`src/rtl/seg_scan.sv`:
```
// Multiplexed 7-segment scanner: prescaled digit slots with ghost guard, hex/decimal
// decode, leading-zero blanking, per-digit blink and frame-synchronous tear-free loading.
module seg_scan #(
   parameter int unsigned NUM_DIGITS   = 6,
   parameter int unsigned PRESCALE     = 1000,
   parameter int unsigned BLINK_FRAMES = 64
) (
   input  logic                    clk,
   input  logic                    rst_n,
   input  logic [4*NUM_DIGITS-1:0] digits_in,
   input  logic                    load,
   input  logic                    hex_mode,
   input  logic                    lz_blank,
   input  logic [NUM_DIGITS-1:0]   blink_mask,
   output logic [6:0]              seg_o,
   output logic [NUM_DIGITS-1:0]   an_o,
   output logic                    frame_done,
   output logic                    load_ack
);

   localparam int unsigned PW = $clog2(PRESCALE);
   localparam int unsigned IW = $clog2(NUM_DIGITS);
   localparam int unsigned FW = $clog2(BLINK_FRAMES + 1);

   localparam logic [PW-1:0] PMAX = PW'(PRESCALE - 1);
   localparam logic [IW-1:0] IMAX = IW'(NUM_DIGITS - 1);
   localparam logic [FW-1:0] FMAX = FW'(BLINK_FRAMES - 1);

   localparam logic [6:0] SEG_BLANK = 7'h7F;

   logic [PW-1:0]           presc_q, presc_d;
   logic [IW-1:0]           idx_q, idx_d;
   logic [FW-1:0]           fcnt_q, fcnt_d;
   logic                    blink_q, blink_d;
   logic [4*NUM_DIGITS-1:0] pend_q, pend_d;
   logic                    pflag_q, pflag_d;
   logic [4*NUM_DIGITS-1:0] disp_q, disp_d;
   logic [6:0]              seg_d;
   logic [NUM_DIGITS-1:0]   an_d;
   logic                    frame_done_d;
   logic                    load_ack_d;

   logic [3:0]              nib [NUM_DIGITS];
   logic [IW-1:0]           hi;
   logic [3:0]              cur;

   function automatic logic [6:0] seg_decode(input logic [3:0] v, input logic hex);
      logic [6:0] s;
      s = SEG_BLANK;
      case (v)
         4'h0: s = 7'b0000001;
         4'h1: s = 7'b1001111;
         4'h2: s = 7'b0010010;
         4'h3: s = 7'b0000110;
         4'h4: s = 7'b1001100;
         4'h5: s = 7'b0100100;
         4'h6: s = 7'b0100000;
         4'h7: s = 7'b0001111;
         4'h8: s = 7'b0000000;
         4'h9: s = 7'b0000100;
         4'hA: s = hex ? 7'b0001000 : SEG_BLANK;
         4'hB: s = hex ? 7'b1100000 : SEG_BLANK;
         4'hC: s = hex ? 7'b0110001 : SEG_BLANK;
         4'hD: s = hex ? 7'b1000010 : SEG_BLANK;
         4'hE: s = hex ? 7'b0110000 : SEG_BLANK;
         default: s = hex ? 7'b0111000 : SEG_BLANK;
      endcase
      return s;
   endfunction

   always_comb begin
      for (int k = 0; k < NUM_DIGITS; k++) begin
         nib[k] = disp_q[4*k +: 4];
      end
   end

   // Index of the most significant non-zero nibble; zero when the whole value is zero.
   always_comb begin
      hi = '0;
      for (int k = 0; k < NUM_DIGITS; k++) begin
         if (nib[k] != 4'h0) begin
            hi = IW'(k);
         end
      end
   end

   assign cur = nib[idx_q];

   always_comb begin
      presc_d = presc_q + PW'(1);
      idx_d   = idx_q;
      if (presc_q == PMAX) begin
         presc_d = '0;
         idx_d   = (idx_q == IMAX) ? '0 : idx_q + IW'(1);
      end
   end

   always_comb begin
      fcnt_d  = fcnt_q;
      blink_d = blink_q;
      if (frame_done) begin
         if (fcnt_q == FMAX) begin
            fcnt_d  = '0;
            blink_d = ~blink_q;
         end else begin
            fcnt_d = fcnt_q + FW'(1);
         end
      end
   end

   // Display register only changes at the frame boundary, so a frame never mixes two values.
   always_comb begin
      pend_d     = pend_q;
      pflag_d    = pflag_q;
      disp_d     = disp_q;
      load_ack_d = 1'b0;
      if (frame_done) begin
         if (load) begin
            disp_d     = digits_in;
            pflag_d    = 1'b0;
            load_ack_d = 1'b1;
         end else if (pflag_q) begin
            disp_d     = pend_q;
            pflag_d    = 1'b0;
            load_ack_d = 1'b1;
         end
      end else if (load) begin
         pend_d  = digits_in;
         pflag_d = 1'b1;
      end
   end

   // Outputs register the current slot phase; phase 0 is the guard cycle with all anodes off.
   always_comb begin
      seg_d        = SEG_BLANK;
      an_d         = '1;
      frame_done_d = (presc_q == PMAX) && (idx_q == IMAX);
      if (presc_q != '0) begin
         an_d[idx_q] = 1'b0;
         if (blink_q && blink_mask[idx_q]) begin
            seg_d = SEG_BLANK;
         end else if (lz_blank && (idx_q > hi)) begin
            seg_d = SEG_BLANK;
         end else begin
            seg_d = seg_decode(cur, hex_mode);
         end
      end
   end

   always_ff @(posedge clk or negedge rst_n) begin
      if (!rst_n) begin
         presc_q    <= '0;
         idx_q      <= '0;
         fcnt_q     <= '0;
         blink_q    <= 1'b0;
         pend_q     <= '0;
         pflag_q    <= 1'b0;
         disp_q     <= '1;
         seg_o      <= SEG_BLANK;
         an_o       <= '1;
         frame_done <= 1'b0;
         load_ack   <= 1'b0;
      end else begin
         presc_q    <= presc_d;
         idx_q      <= idx_d;
         fcnt_q     <= fcnt_d;
         blink_q    <= blink_d;
         pend_q     <= pend_d;
         pflag_q    <= pflag_d;
         disp_q     <= disp_d;
         seg_o      <= seg_d;
         an_o       <= an_d;
         frame_done <= frame_done_d;
         load_ack   <= load_ack_d;
      end
   end

endmodule

```
`config.mk`:
```
export PLATFORM = sky130hd
export DESIGN_NAME = seg_scan
export DESIGN_NICKNAME = d
export VERILOG_FILES = /design/src/rtl/seg_scan.sv
export SDC_FILE = /design/constraint.sdc
export NUM_CORES = 1
export LEC_CHECK = 0
export ABC_AREA = 0
export CAP_MARGIN = 30
export CORE_ASPECT_RATIO = 0.75
export CORE_MARGIN = 2
export CORE_UTILIZATION = 56
export DETAILED_ROUTE_END_ITERATION = 8
export PLACE_DENSITY = 0.8
export SLEW_MARGIN = 20
export SYNTH_ARGS = -nofsm -noshare
export SYNTH_HDL_FRONTEND = slang
export SYNTH_SLANG_ARGS = --single-unit
```
`constraint.sdc`:
```
create_clock -name clk -period 3.8 [get_ports clk]
set_clock_uncertainty 0.2 [all_clocks]
set_input_delay 0.76 -clock clk [delete_from_list [all_inputs] [get_ports clk]]
set_output_delay 0.76 -clock clk [all_outputs]
set_load 0.02 [all_outputs]
```
Yosys cells after proc, flatten, opt, wreduce, memory -nomap -nowiden
Cells that the tools add are included.
W data, S select, Z words.
Word-level totals
  register bits: 85
  input bits: 35
  output and inout bits: 15
  logic and storage cells: 88
Cells by class
  $add $sub $neg: 3
  $lt $le $gt $ge: 4
  equality and inequality tests: 17
  muxes and demuxes: 33
  bitwise gates (word level): 4
  reductions and logical operators: 16
Operators with widths (number)
  $pmux W7 S15: 1
  $mux W7: 8
  $mux W24: 2
  $eq A4 B4 Y1 const B: 7
  $reduce_bool A4 Y1: 5
  $eq A4 B3 Y1 const B: 4
  $mux W3: 5
  $bmux W4 S3: 1
  $mux W6: 2
  $add A10 B1 Y10 const B: 1
  $eq A10 B10 Y1 const B: 1
  $mux W10: 1
  $reduce_bool A10 Y1: 1
  $eq A4 B2 Y1 const B: 2
  $mux W1: 8
  $mux W4: 2
  $add A7 B1 Y7 const B: 1
  $eq A7 B6 Y1 const B: 1
  $not A6 Y6: 1
  $reduce_and A2 Y1: 3
  $mux W5: 1
  $eq A4 B1 Y1 const B: 1
  $ge A4 B4 Y1 const B: 1
  $logic_and A1 B1 Y1: 4
  other kinds (11): 13

Depth between registers and ports, before layout
Gate-level depths: netlist (run 1).
  word-level depth: 11
  gate-level depth with buffers: 11
  mapped depth without buffers: 11

Worst setup path before layout (run 1)
No wires, ideal clock.
  path type: reg2reg
  from: reg disp_q[20]
  to: reg seg_o[3]
  setup time: 0.082 ns
  arrival: 2.451 ns
  data required time: 3.518 ns
  path slack: 1.067 ns
  stages on the path, launching flop included: 11
  buffers on the path: 0
  clock period less this slack: 2.733 ns
  cells stage by stage: dfstp_2 > or4_1 > nor2_1 > o21ai_0 > ha_1 > nor2b_1 > o21ai_0 > a21oi_1 > a211oi_1 > nand2b_1 > a211o_1
On the way
  cells in the longest elaborated chain, start to end: 8
  elaborated cells between the ends (all ways): 26
  classes of those cells: 1 x order compare; 14 x eq/ne; 8 x mux; 3 x reduce/logical
Ends and longest elaborated chain
  start, declared: line 37  | logic [4*NUM_DIGITS-1:0] disp_q, disp_d;
  start signal, assigned: line 170  | disp_q <= disp_d;
  $bmux W4 S3: line 87  | assign cur = nib[idx_q];
  $mux W4 (not written as such) (2 in a row): line 87
  $eq A4 B4 Y1 (tied with other cells): line 50  | case (v)
  $pmux W7 S15: line 50
  $mux W7 *: line 142  | end else if (lz_blank && (idx_q > hi)) begin
  $mux W7 *: line 140  | if (blink_q && blink_mask[idx_q]) begin
  $mux W7 *: line 138  | if (presc_q != '0) begin
  via seg_d[3]: line 38  | logic [6:0] seg_d;
  end signal, assigned: line 171  | seg_o <= seg_d;
  end, declared: line 15  | output logic [6:0] seg_o,
Mark *: on every way through the listed nets, which the timed path passes. The rest lies on a longest branch. The select of a mux whose other input is x is not followed.
A chain may end at the register's enable or synchronous reset.

Final worst setup path (run 1)
Same ends and word-level chain as after synthesis.

==> impl_metrics.env, run 1 <==
export IMPL_status="finished, final reports clean"
export IMPL_drv_slew=0
export IMPL_post_cts_setup_buffers=0
export IMPL_die_h_um=78.6
export IMPL_synth_largest_area_cell="dfrtp_1"
export IMPL_tns_ns=0
export IMPL_reg2regPathDepth=10
export IMPL_ys_seq_elements=85
export IMPL_combPwrFrac_pct=7.7
export IMPL_synth_area_leaders="dfrtp_1 29%, dfstp_2 23%, mux2_2 7.3%"
export IMPL_synthArstFlopShare_pct=100
export IMPL_cts_htree_levels=3
export IMPL_clock_latency_ns=0.36
export IMPL_port_buffers=49
export IMPL_maxCapViolCount=0
export IMPL_synth_edf_count=0
export IMPL_grt_max_degree=52
export IMPL_r2r_start="disp_q[20]$_DFFE_PN1P_"
export IMPL_syn2layout_area_growth_pct=18.3
export IMPL_layout_setup_ws_ns=0.730
export IMPL_clkSinkCount=85
export IMPL_gr_total_overflow=0
export IMPL_cts_hold_buf=0
export IMPL_synth_commonest_cells="48 x dfrtp_1, 41 x nand2_1, 39 x o21ai_0"
export IMPL_drtIter0Drc=126
export IMPL_drive_gt1_share_pct=20.6
export IMPL_synth_fp_nets=425
export IMPL_die_area_mm2=0.00813
export IMPL_synth_most_common_cell="dfrtp_1"
export IMPL_yosysTopAreaCellShare_pct=28.9
export IMPL_leakage_nw=2.04
export IMPL_rsz0062_at_grt="no"
export IMPL_dr_pass1_iters=4
export IMPL_worstSetupPathType="flip-flop to flip-flop"
export IMPL_grt_pass1_wl_um=13800
export IMPL_hpwlAfterDp_um=5740
export IMPL_p_sw_w=0.000398
export IMPL_instances_no_fill=534
export IMPL_ys_warn_count=0
export IMPL_hp_class="primary input to asynchronous set/reset pin"
export IMPL_cts_tree="done"
export IMPL_placementRows=27
export IMPL_critPathCaptureType="flip-flop"
export IMPL_syn_avg_cell_area_um2=10.8
export IMPL_track_usage_pct=21.9
export IMPL_switching_share_pct=24.2
export IMPL_r2r_slack_ns=0.73
export IMPL_drc=0
export IMPL_power_density_mw_per_mm2=335
export IMPL_cts_made_buffers=9
export IMPL_nets=469
export IMPL_clock_power_share_pct=34.9
export IMPL_finalWirelength_um=8170
export IMPL_die_w_um=103
export IMPL_viasPerCell=5.59
export IMPL_wl_per_cell_um=15.3
export IMPL_synth_ff_type="dfrtp_1"
export IMPL_path_clk_slew_ns=0.09
export IMPL_place_congestion=0.810
export IMPL_fmax_mhz=326
export IMPL_cp_required_ns=3.88
export IMPL_r2r_end="seg_o[3]$_DFF_PN1_"
export IMPL_ys_seq_area_share_pct=52.3
export IMPL_arrival_ns=3.15
export IMPL_worst_pin_slew_ns=0.755
export IMPL_critPathLaunchType="flip-flop"
export IMPL_pre_cts_slack_ns=0.733
export IMPL_fin_crit_sh_pct=80.8
export IMPL_io_pins=50
export IMPL_diodes=0
export IMPL_synth_cells=384
export IMPL_p_int_w=0.00125
export IMPL_antenna_found_initial=0
export IMPL_grt_pass1_vias=2896
export IMPL_final_antenna_net_count=0
export IMPL_total_power_w=0.00164
export IMPL_initial_core_util_pct=57.2
export IMPL_ctsResizeCount=0
export IMPL_root_buffer="clkbuf_8"
export IMPL_setup_viol=0
export IMPL_crit_fanout=7
export IMPL_pwr_share_seq_pct=57.4
export IMPL_core_area_mm2=0.00726
export IMPL_period_needed_ns=3.07
export IMPL_place_inst=517
export IMPL_max_vdd_ir_drop_mv=0.275
export IMPL_clockBufferDepth=2
export IMPL_final_hold_viol_count=0
export IMPL_slew_headroom_pct=49.6
export IMPL_fill_cells=569
export IMPL_vias=2983
export IMPL_netlist_area_mm2=0.00415
export IMPL_synth_distinct_cells=55
==> critical path: stages (launching register included) <==
cell and delay [ns]:
dfstp_2 0.39, or4_1 0.55, nor2_1 0.16, o21ai_0 0.11
ha_1 0.29, nor2b_1 0.13, o21ai_0 0.15, a21oi_1 0.09
a211oi_1 0.57, nand2b_1 0.11, a211o_1 0.25
==> cells in the final DEF (no fill, tap or decap), drive strengths merged, types with 3 or more instances in the layout <==
cell type      count
buf                5
clkdlybuf4s50     48
ha                 6
nor3               6
nor3b              3
a21oi             10
dfrtp             48
o21a               4
or4                4
dfstp             37
inv               10
and3               4
nand4              5
nand3             10
nor2b              8
mux2i             27
nor2              19
xnor2              5
and2               6
nand2             41
mux2              28
clkbuf            11
xor2               7
o21ai             39
==> cells by family (layout without fill, tap and decap cells) <==
family	count (synthesis)	in the layout	synth area share (%)
and+or+nand+nor	119	119	14.6
AOI/OAI and AO/OA	78	78	11.7
adders and majority gates	6	6	1.81
buffers and inverters	29	78	2.98
xor gates and xnor gates	12	12	2.53
muxes	55	55	14.1
DFF	85	85	52.3
==> power by group through the flow <==
stage / clock network [W] / logic, W / registers, W
finish: 0.000574 / 0.000127 / 0.000944
CTS: 0.000591 / 0.000129 / 0.000943
global route: 0.000630 / 0.000139 / 0.000947
detailed placement: 0 / 0.000129 / 0.000960
floorplan: 0 / 0.0000572 / 0.000957
global placement: 0 / 0.000122 / 0.000958
==> sequential cells by signal, indices dropped and copies added, names as in the netlist <==
register / flops
disp_q: 24
pend_q: 24
presc_q: 10
fcnt_q: 7
seg_o: 7
an_o: 6
idx_q: 3
blink_q: 1
frame_done: 1
load_ack: 1
pflag_q: 1
==> metal layers <==
layer | wire [um] | vias to the layer above | GRT usage [%]
li1 | - | 1464 | -
met5 | 0 | - | 0
met4 | 107 | 0 | 5.00
met1 | 3880 | 1429 | 30.8
met3 | 380 | 11 | 6.50
met2 | 3800 | 79 | 33.5
==> worst max path at each step <==
| stage | slack [ns] | endpoint | cells after the start | from |
|---|---|---|---|---|
| 2_1_floorplan | 1.07 | seg_o[3]$_DFF_PN1_ | 10 | disp_q[20]$_DFFE_PN1P_ |
| 3_3_place_gp | 0.83 | seg_o[3]$_DFF_PN1_ | 7 | blink_mask[4] |
| 3_5_place_dp | 0.73 | seg_o[3]$_DFF_PN1_ | 10 | disp_q[20]$_DFFE_PN1P_ |
| 4_1_cts | 0.72 | seg_o[3]$_DFF_PN1_ | 10 | disp_q[20]$_DFFE_PN1P_ |
| 5_1_grt | 0.50 | seg_o[3]$_DFF_PN1_ | 10 | disp_q[20]$_DFFE_PN1P_ |
| 6_report | 0.73 | seg_o[3]$_DFF_PN1_ | 10 | disp_q[20]$_DFFE_PN1P_ |
==> layout make-up <==
type	count	area, um2	share of cell area, %
Sequential cell	85	2170	44.2
Multi-Input combinational cell	270	1860	37.9
Timing Repair Buffer	54	546	11.1
Clock buffer	10	128	2.60
Tap cell	101	126	2.57
Clock inverter	6	46.3	0.942
Inverter	8	30.0	0.611
==> per-stage QoR <==
step	hold slack (ns)	util, %	cell area, um2
global route	0.160	67.6	4910
finish	0.142	67.6	4910
global placement	0.270	64.8	4700
floorplan	0.242	-	4150
CTS	0.149	67.5	4900
detailed placement	0.280	65.1	4730
Power figures use the tool's default switching activity.
==> run 2, diff against run 1 <==
==> constraint.sdc (replaced) <==
create_clock -name clk -period 3.15 [get_ports clk]
set_clock_uncertainty 0.2 [all_clocks]
set_input_delay 0.63 -clock clk [delete_from_list [all_inputs] [get_ports clk]]
set_output_delay 0.63 -clock clk [all_outputs]
set_load 0.02 [all_outputs]
==> run 2 against run 1 <==
First-iteration DRC count is 3.2% higher. Critical path depth is 1 higher. Final area is 1.1% higher. Largest power group unchanged.
==> impl_metrics.env, run 2 (synthesis results as in run 1) <==
export IMPL_clockBufferDepth=2
export IMPL_clkSinkCount=85
export IMPL_cts_hold_buf=0
export IMPL_power_density_mw_per_mm2=414
export IMPL_status="finished, final reports clean"
export IMPL_pre_cts_slack_ns=0.360
export IMPL_nets=474
export IMPL_design_area_mm2=0.00497
export IMPL_viasPerCell=5.55
export IMPL_final_hold_viol_count=0
export IMPL_post_cts_setup_buffers=0
export IMPL_worst_pin_slew_ns=0.645
export IMPL_die_h_um=78.6
export IMPL_r2r_end="seg_o[3]$_DFF_PN1_"
export IMPL_dr_pass1_iters=4
export IMPL_layout_setup_ws_ns=0.350
export IMPL_grt_pass1_vias=2853
export IMPL_r2r_slack_ns=0.35
export IMPL_max_vdd_ir_drop_mv=0.328
export IMPL_critPathCaptureType="flip-flop"
export IMPL_wl_per_cell_um=14.9
export IMPL_place_area_mm2=0.00477
export IMPL_antenna_found_initial=0
export IMPL_grt_pass1_wl_um=13600
export IMPL_cts_tree="done"
export IMPL_hp_class="primary input to asynchronous set/reset pin"
export IMPL_cts_made_buffers=9
export IMPL_crit_fanout=7
export IMPL_port_buffers=49
export IMPL_drv_slew=0
export IMPL_gr_total_overflow=0
export IMPL_die_area_mm2=0.00813
export IMPL_place_congestion=0.868
export IMPL_layout_common_cells="48 x dfrtp_1, 48 x clkdlybuf4s50_1, 41 x nand2_1"
export IMPL_vias=2993
export IMPL_worstSetupPathType="flip-flop to flip-flop"
export IMPL_die_w_um=103
export IMPL_met2WireLength_um=3830
export IMPL_setup_viol=0
export IMPL_maxCapViolCount=0
export IMPL_m1WireLength_um=3750
export IMPL_top_regs="disp_q: 24 flops, pend_q: 24 flops, presc_q: 10 flops"
export IMPL_wl_met3_um=393
export IMPL_drive_gt1_share_pct=21.5
export IMPL_slew_headroom_pct=56.8
export IMPL_arrival_ns=2.88
export IMPL_fmax_mhz=357
export IMPL_tns_ns=0
export IMPL_cp_required_ns=3.23
export IMPL_diodes=0
export IMPL_grt_max_degree=50
export IMPL_finalWirelength_um=8040
export IMPL_critPathLaunchType="flip-flop"
export IMPL_drc=0
export IMPL_placementRows=27
export IMPL_hpwlAfterDp_um=5780
export IMPL_instances_no_fill=539
export IMPL_period_needed_ns=2.80
export IMPL_cts_htree_levels=3
export IMPL_leakage_nw=2.07
export IMPL_place_inst=523
export IMPL_fin_util_pct=68.4
export IMPL_syn2layout_area_growth_pct=19.6
export IMPL_track_usage_pct=21.6
export IMPL_path_clk_slew_ns=0.09
export IMPL_root_buffer="clkbuf_8"
export IMPL_fin_crit_sh_pct=88.9
export IMPL_clock_latency_ns=0.35
export IMPL_ctsResizeCount=0
export IMPL_initial_core_util_pct=57.2
export IMPL_reg2regPathDepth=11
export IMPL_core_area_mm2=0.00726
export IMPL_rsz0062_at_grt="no"
export IMPL_io_pins=50
export IMPL_topRoutingLayerUsed="met4"
export IMPL_drtIter0Drc=130
export IMPL_r2r_start="disp_q[16]$_DFFE_PN1P_"
export IMPL_final_antenna_net_count=0
## run 2: cell count changes in the layout (fill, tap and decap cells not counted), sizes merged
cell / change
buf: +6
bufinv: +1
clkinv: -1
inv: -1
## run 2: area by class of cell
cell class,count,area (um2)
fill,574,2290
sequential,85,2170
multi-input combinational,270,1860
timing repair buffer,59,576
clock buffer,11,141
tap,101,126
clock inverter,5,58.8
inverter,8,30.0
## run 2: how the worst max path moves through the flow
stage	startpoint	end	slack, ns	cells after the start
finish	disp_q[16]$_DFFE_PN1P_	seg_o[3]$_DFF_PN1_	0.35	11
global route	disp_q[16]$_DFFE_PN1P_	seg_o[3]$_DFF_PN1_	0.12	11
CTS	disp_q[16]$_DFFE_PN1P_	seg_o[3]$_DFF_PN1_	0.34	11
detailed placement	disp_q[16]$_DFFE_PN1P_	seg_o[3]$_DFF_PN1_	0.36	11
global placement	disp_q[16]$_DFFE_PN1P_	seg_o[3]$_DFF_PN1_	0.38	11
floorplan	disp_q[20]$_DFFE_PN1P_	seg_o[3]$_DFF_PN1_	0.42	10
## run 2: power breakdown
group / total (W) / switching (W) / internal [W]
clock: 0.000769 / 0.000379 / 0.000390
sequential: 0.00114 / 0.0000146 / 0.00112
combinational: 0.000151 / 0.0000641 / 0.0000869
total: 0.00206 / 0.000458 / 0.00160
## run 2: per-stage QoR
stage	hold WS (ns)	total power, W
3_3_place_gp	0.269	0.00131
5_1_grt	0.0619	0.00215
6_report	0.0473	0.00206
2_1_floorplan	0.134	0.00122
4_1_cts	0.0472	0.00209
3_5_place_dp	0.278	0.00131
## run 2: routing by layer
layer | GRT usage, % | up-vias
li1 | - | 1472
met1 | 30.8 | 1430
met3 | 5.16 | 9
met4 | 6.84 | 0
met5 | 0 | -
met2 | 32.8 | 82
## run 2: critical path, stage by stage, from the launching register on
cell,delay (ns)
dfstp_2,0.38
or4_1,0.56
nor2_1,0.15
o21ai_0,0.11
ha_1,0.30
nor2b_1,0.13
o21ai_0,0.14
a21oi_1,0.08
a211oi_1,0.22
buf_4,0.18
nand2b_1,0.06
a211o_1,0.22
==> run 3, diff against run 2 <==
--- a/config.mk
+++ b/config.mk
@@ -8,7 +8,7 @@
 export ABC_AREA = 0
 export CAP_MARGIN = 30
 export CORE_ASPECT_RATIO = 0.75
-export CORE_MARGIN = 2
+export CORE_MARGIN = 5
 export CORE_UTILIZATION = 56
 export DETAILED_ROUTE_END_ITERATION = 8
 export PLACE_DENSITY = 0.8
==> constraint.sdc (replaced) <==
create_clock -name clk -period 3.15 [get_ports clk]
set_clock_uncertainty 0.2 [all_clocks]
set_input_delay 0.4725 -clock clk [delete_from_list [all_inputs] [get_ports clk]]
set_output_delay 0.4725 -clock clk [all_outputs]
set_load 0.02 [all_outputs]
==> run 3 against run 2 <==
Sequential share of layout area shrank 0.31 points. Sequential power is essentially flat. Clock power grew 11%. Via count shrank 0.90%. Largest power group unchanged.
==> impl_metrics.env, run 3 (synthesis results as in run 1) <==
export IMPL_status="finished, final reports clean"
export IMPL_arrival_ns=2.89
export IMPL_worstPathBufferInverterCount=1
export IMPL_place_congestion=0.845
export IMPL_syn2layout_area_growth_pct=20.5
export IMPL_clkSinkCount=85
export IMPL_fmax_mhz=357
export IMPL_crit_fanout=19
export IMPL_viasPerCell=5.50
export IMPL_gr_total_overflow=0
export IMPL_max_vdd_ir_drop_mv=0.310
export IMPL_clock_latency_ns=0.35
export IMPL_core_area_mm2=0.00730
export IMPL_slew_headroom_pct=56.2
export IMPL_antenna_found_initial=0
export IMPL_die_area_mm2=0.00926
export IMPL_vias=2966
export IMPL_dr_pass1_iters=4
export IMPL_rsz0062_at_grt="no"
export IMPL_placementRows=27
export IMPL_design_area_mm2=0.00500
export IMPL_grt_pass1_vias=2932
export IMPL_initial_core_util_pct=56.9
export IMPL_cp_required_ns=3.23
export IMPL_top_regs="disp_q: 24 flops, pend_q: 24 flops, presc_q: 10 flops"
export IMPL_fin_crit_sh_pct=89.0
export IMPL_maxCapViolCount=0
export IMPL_finalWirelength_um=8200
export IMPL_diodes=0
export IMPL_drive_gt1_share_pct=21.2
export IMPL_root_buffer="clkbuf_8"
export IMPL_ctsResizeCount=0
export IMPL_setup_viol=0
export IMPL_cts_tree="done"
export IMPL_power_density_mw_per_mm2=429
export IMPL_grt_pass1_wl_um=13900
export IMPL_fin_util_pct=68.6
export IMPL_tns_ns=0
export IMPL_final_hold_viol_count=0
export IMPL_path_clk_slew_ns=0.08
export IMPL_io_pins=50
export IMPL_drtIter0Drc=90
export IMPL_place_inst=522
export IMPL_place_area_mm2=0.00477
export IMPL_leakage_nw=2.08
export IMPL_die_h_um=84.6
export IMPL_crit_path_top_delay_cell="dfrtp_1"
export IMPL_final_antenna_net_count=0
export IMPL_critPathLaunchType="flip-flop"
export IMPL_critPathCaptureType="flip-flop"
export IMPL_wl_per_cell_um=15.2
export IMPL_period_needed_ns=2.80
export IMPL_drv_slew=0
export IMPL_worstSetupPathType="flip-flop to flip-flop"
export IMPL_layout_common_cells="48 x dfrtp_1, 48 x clkdlybuf4s50_1, 41 x nand2_1"
export IMPL_total_power_w=0.00214
export IMPL_cp_cell_sequence="nor3b_1 -> buf_4 -> a221o_1 -> or2_0 -> a22o_1 -> a211o_1"
export IMPL_critPathTopFamily="compound AO/OA/AOI/OAI gates"
export IMPL_hp_class="flip-flop to flip-flop"
export IMPL_hpwlAfterDp_um=6060
export IMPL_die_w_um=109
export IMPL_drc=0
export IMPL_grt_max_degree=52
export IMPL_clockBufferDepth=2
export IMPL_port_buffers=49
export IMPL_cts_htree_levels=3
export IMPL_cts_made_buffers=9
export IMPL_nets=474
export IMPL_worst_pin_slew_ns=0.647
export IMPL_cp_slowest_stage_delay_ns=0.75
export IMPL_instances_no_fill=539
export IMPL_track_usage_pct=19.0
[run 3: power breakdown]
group	switching, W	internal (W)	total [W]
Clock	0.000383	0.000470	0.000852
Combinational	0.0000642	0.0000894	0.000154
Sequential	0.0000148	0.00112	0.00114
Total	0.000461	0.00168	0.00214
[run 3: area by class of cell]
cell class | count | area [um2]
flip-flops and latches | 85 | 2170
fillers | 593 | 2290
clock inverters | 5 | 83.8
multi-input cells | 270 | 1860
repair buffers | 59 | 586
clock buffers | 11 | 141
inverters | 8 | 30.0
well taps | 101 | 126
[run 3: what timing repair did]
item | CTS | global route
buffers inserted | 0 | 0
hold buffers | 1 | 0
hold endpoints to repair | 18 | 0
endpoints found under the setup margin | 0 | 0
[run 3: worst paths after layout]
path | start | endpoint | slack (ns) | depth (start not counted)
max in group asynchronous | rst_n | seg_o[0]$_DFF_PN1_ | 1.69 | 3
min in group asynchronous | rst_n | pend_q[17]$_DFFE_PN0P_ | 0.40 | 2
worst max register to register | idx_q[2]$_DFFE_PN0P_ | seg_o[3]$_DFF_PN1_ | 0.35 | 6
worst min register to register | disp_q[13]$_DFFE_PN1P_ | disp_q[13]$_DFFE_PN1P_ | 0.29 | 2
worst max-delay path | idx_q[2]$_DFFE_PN0P_ | seg_o[3]$_DFF_PN1_ | 0.35 | 6
worst min-delay path | disp_q[13]$_DFFE_PN1P_ | disp_q[13]$_DFFE_PN1P_ | 0.29 | 2
[run 3: metrics by stage]
| step | hold slack, ns | worst slack (ns) |
|---|---|---|
| 6_report | 0.292 | 0.348 |
| 4_1_cts | 0.294 | 0.370 |
| 3_5_place_dp | 0.255 | 0.377 |
| 3_3_place_gp | 0.271 | 0.439 |
| 5_1_grt | 0.312 | 0.159 |
| 2_1_floorplan | -0.0231 | 0.417 |
[run 3: worst min-delay path, cell delays in order, from the launching register on]
cell and delay [ns]:
dfstp_2 0.38, nand2_1 0.04, o21ai_0 0.06
[run 3: per-layer routing]
metal | routed length [um] | global-route usage [%]
met5 | 0 | 0
met2 | 3820 | 29.1
met3 | 384 | 5.23
met4 | 49 | 4.53
met1 | 3950 | 27.0
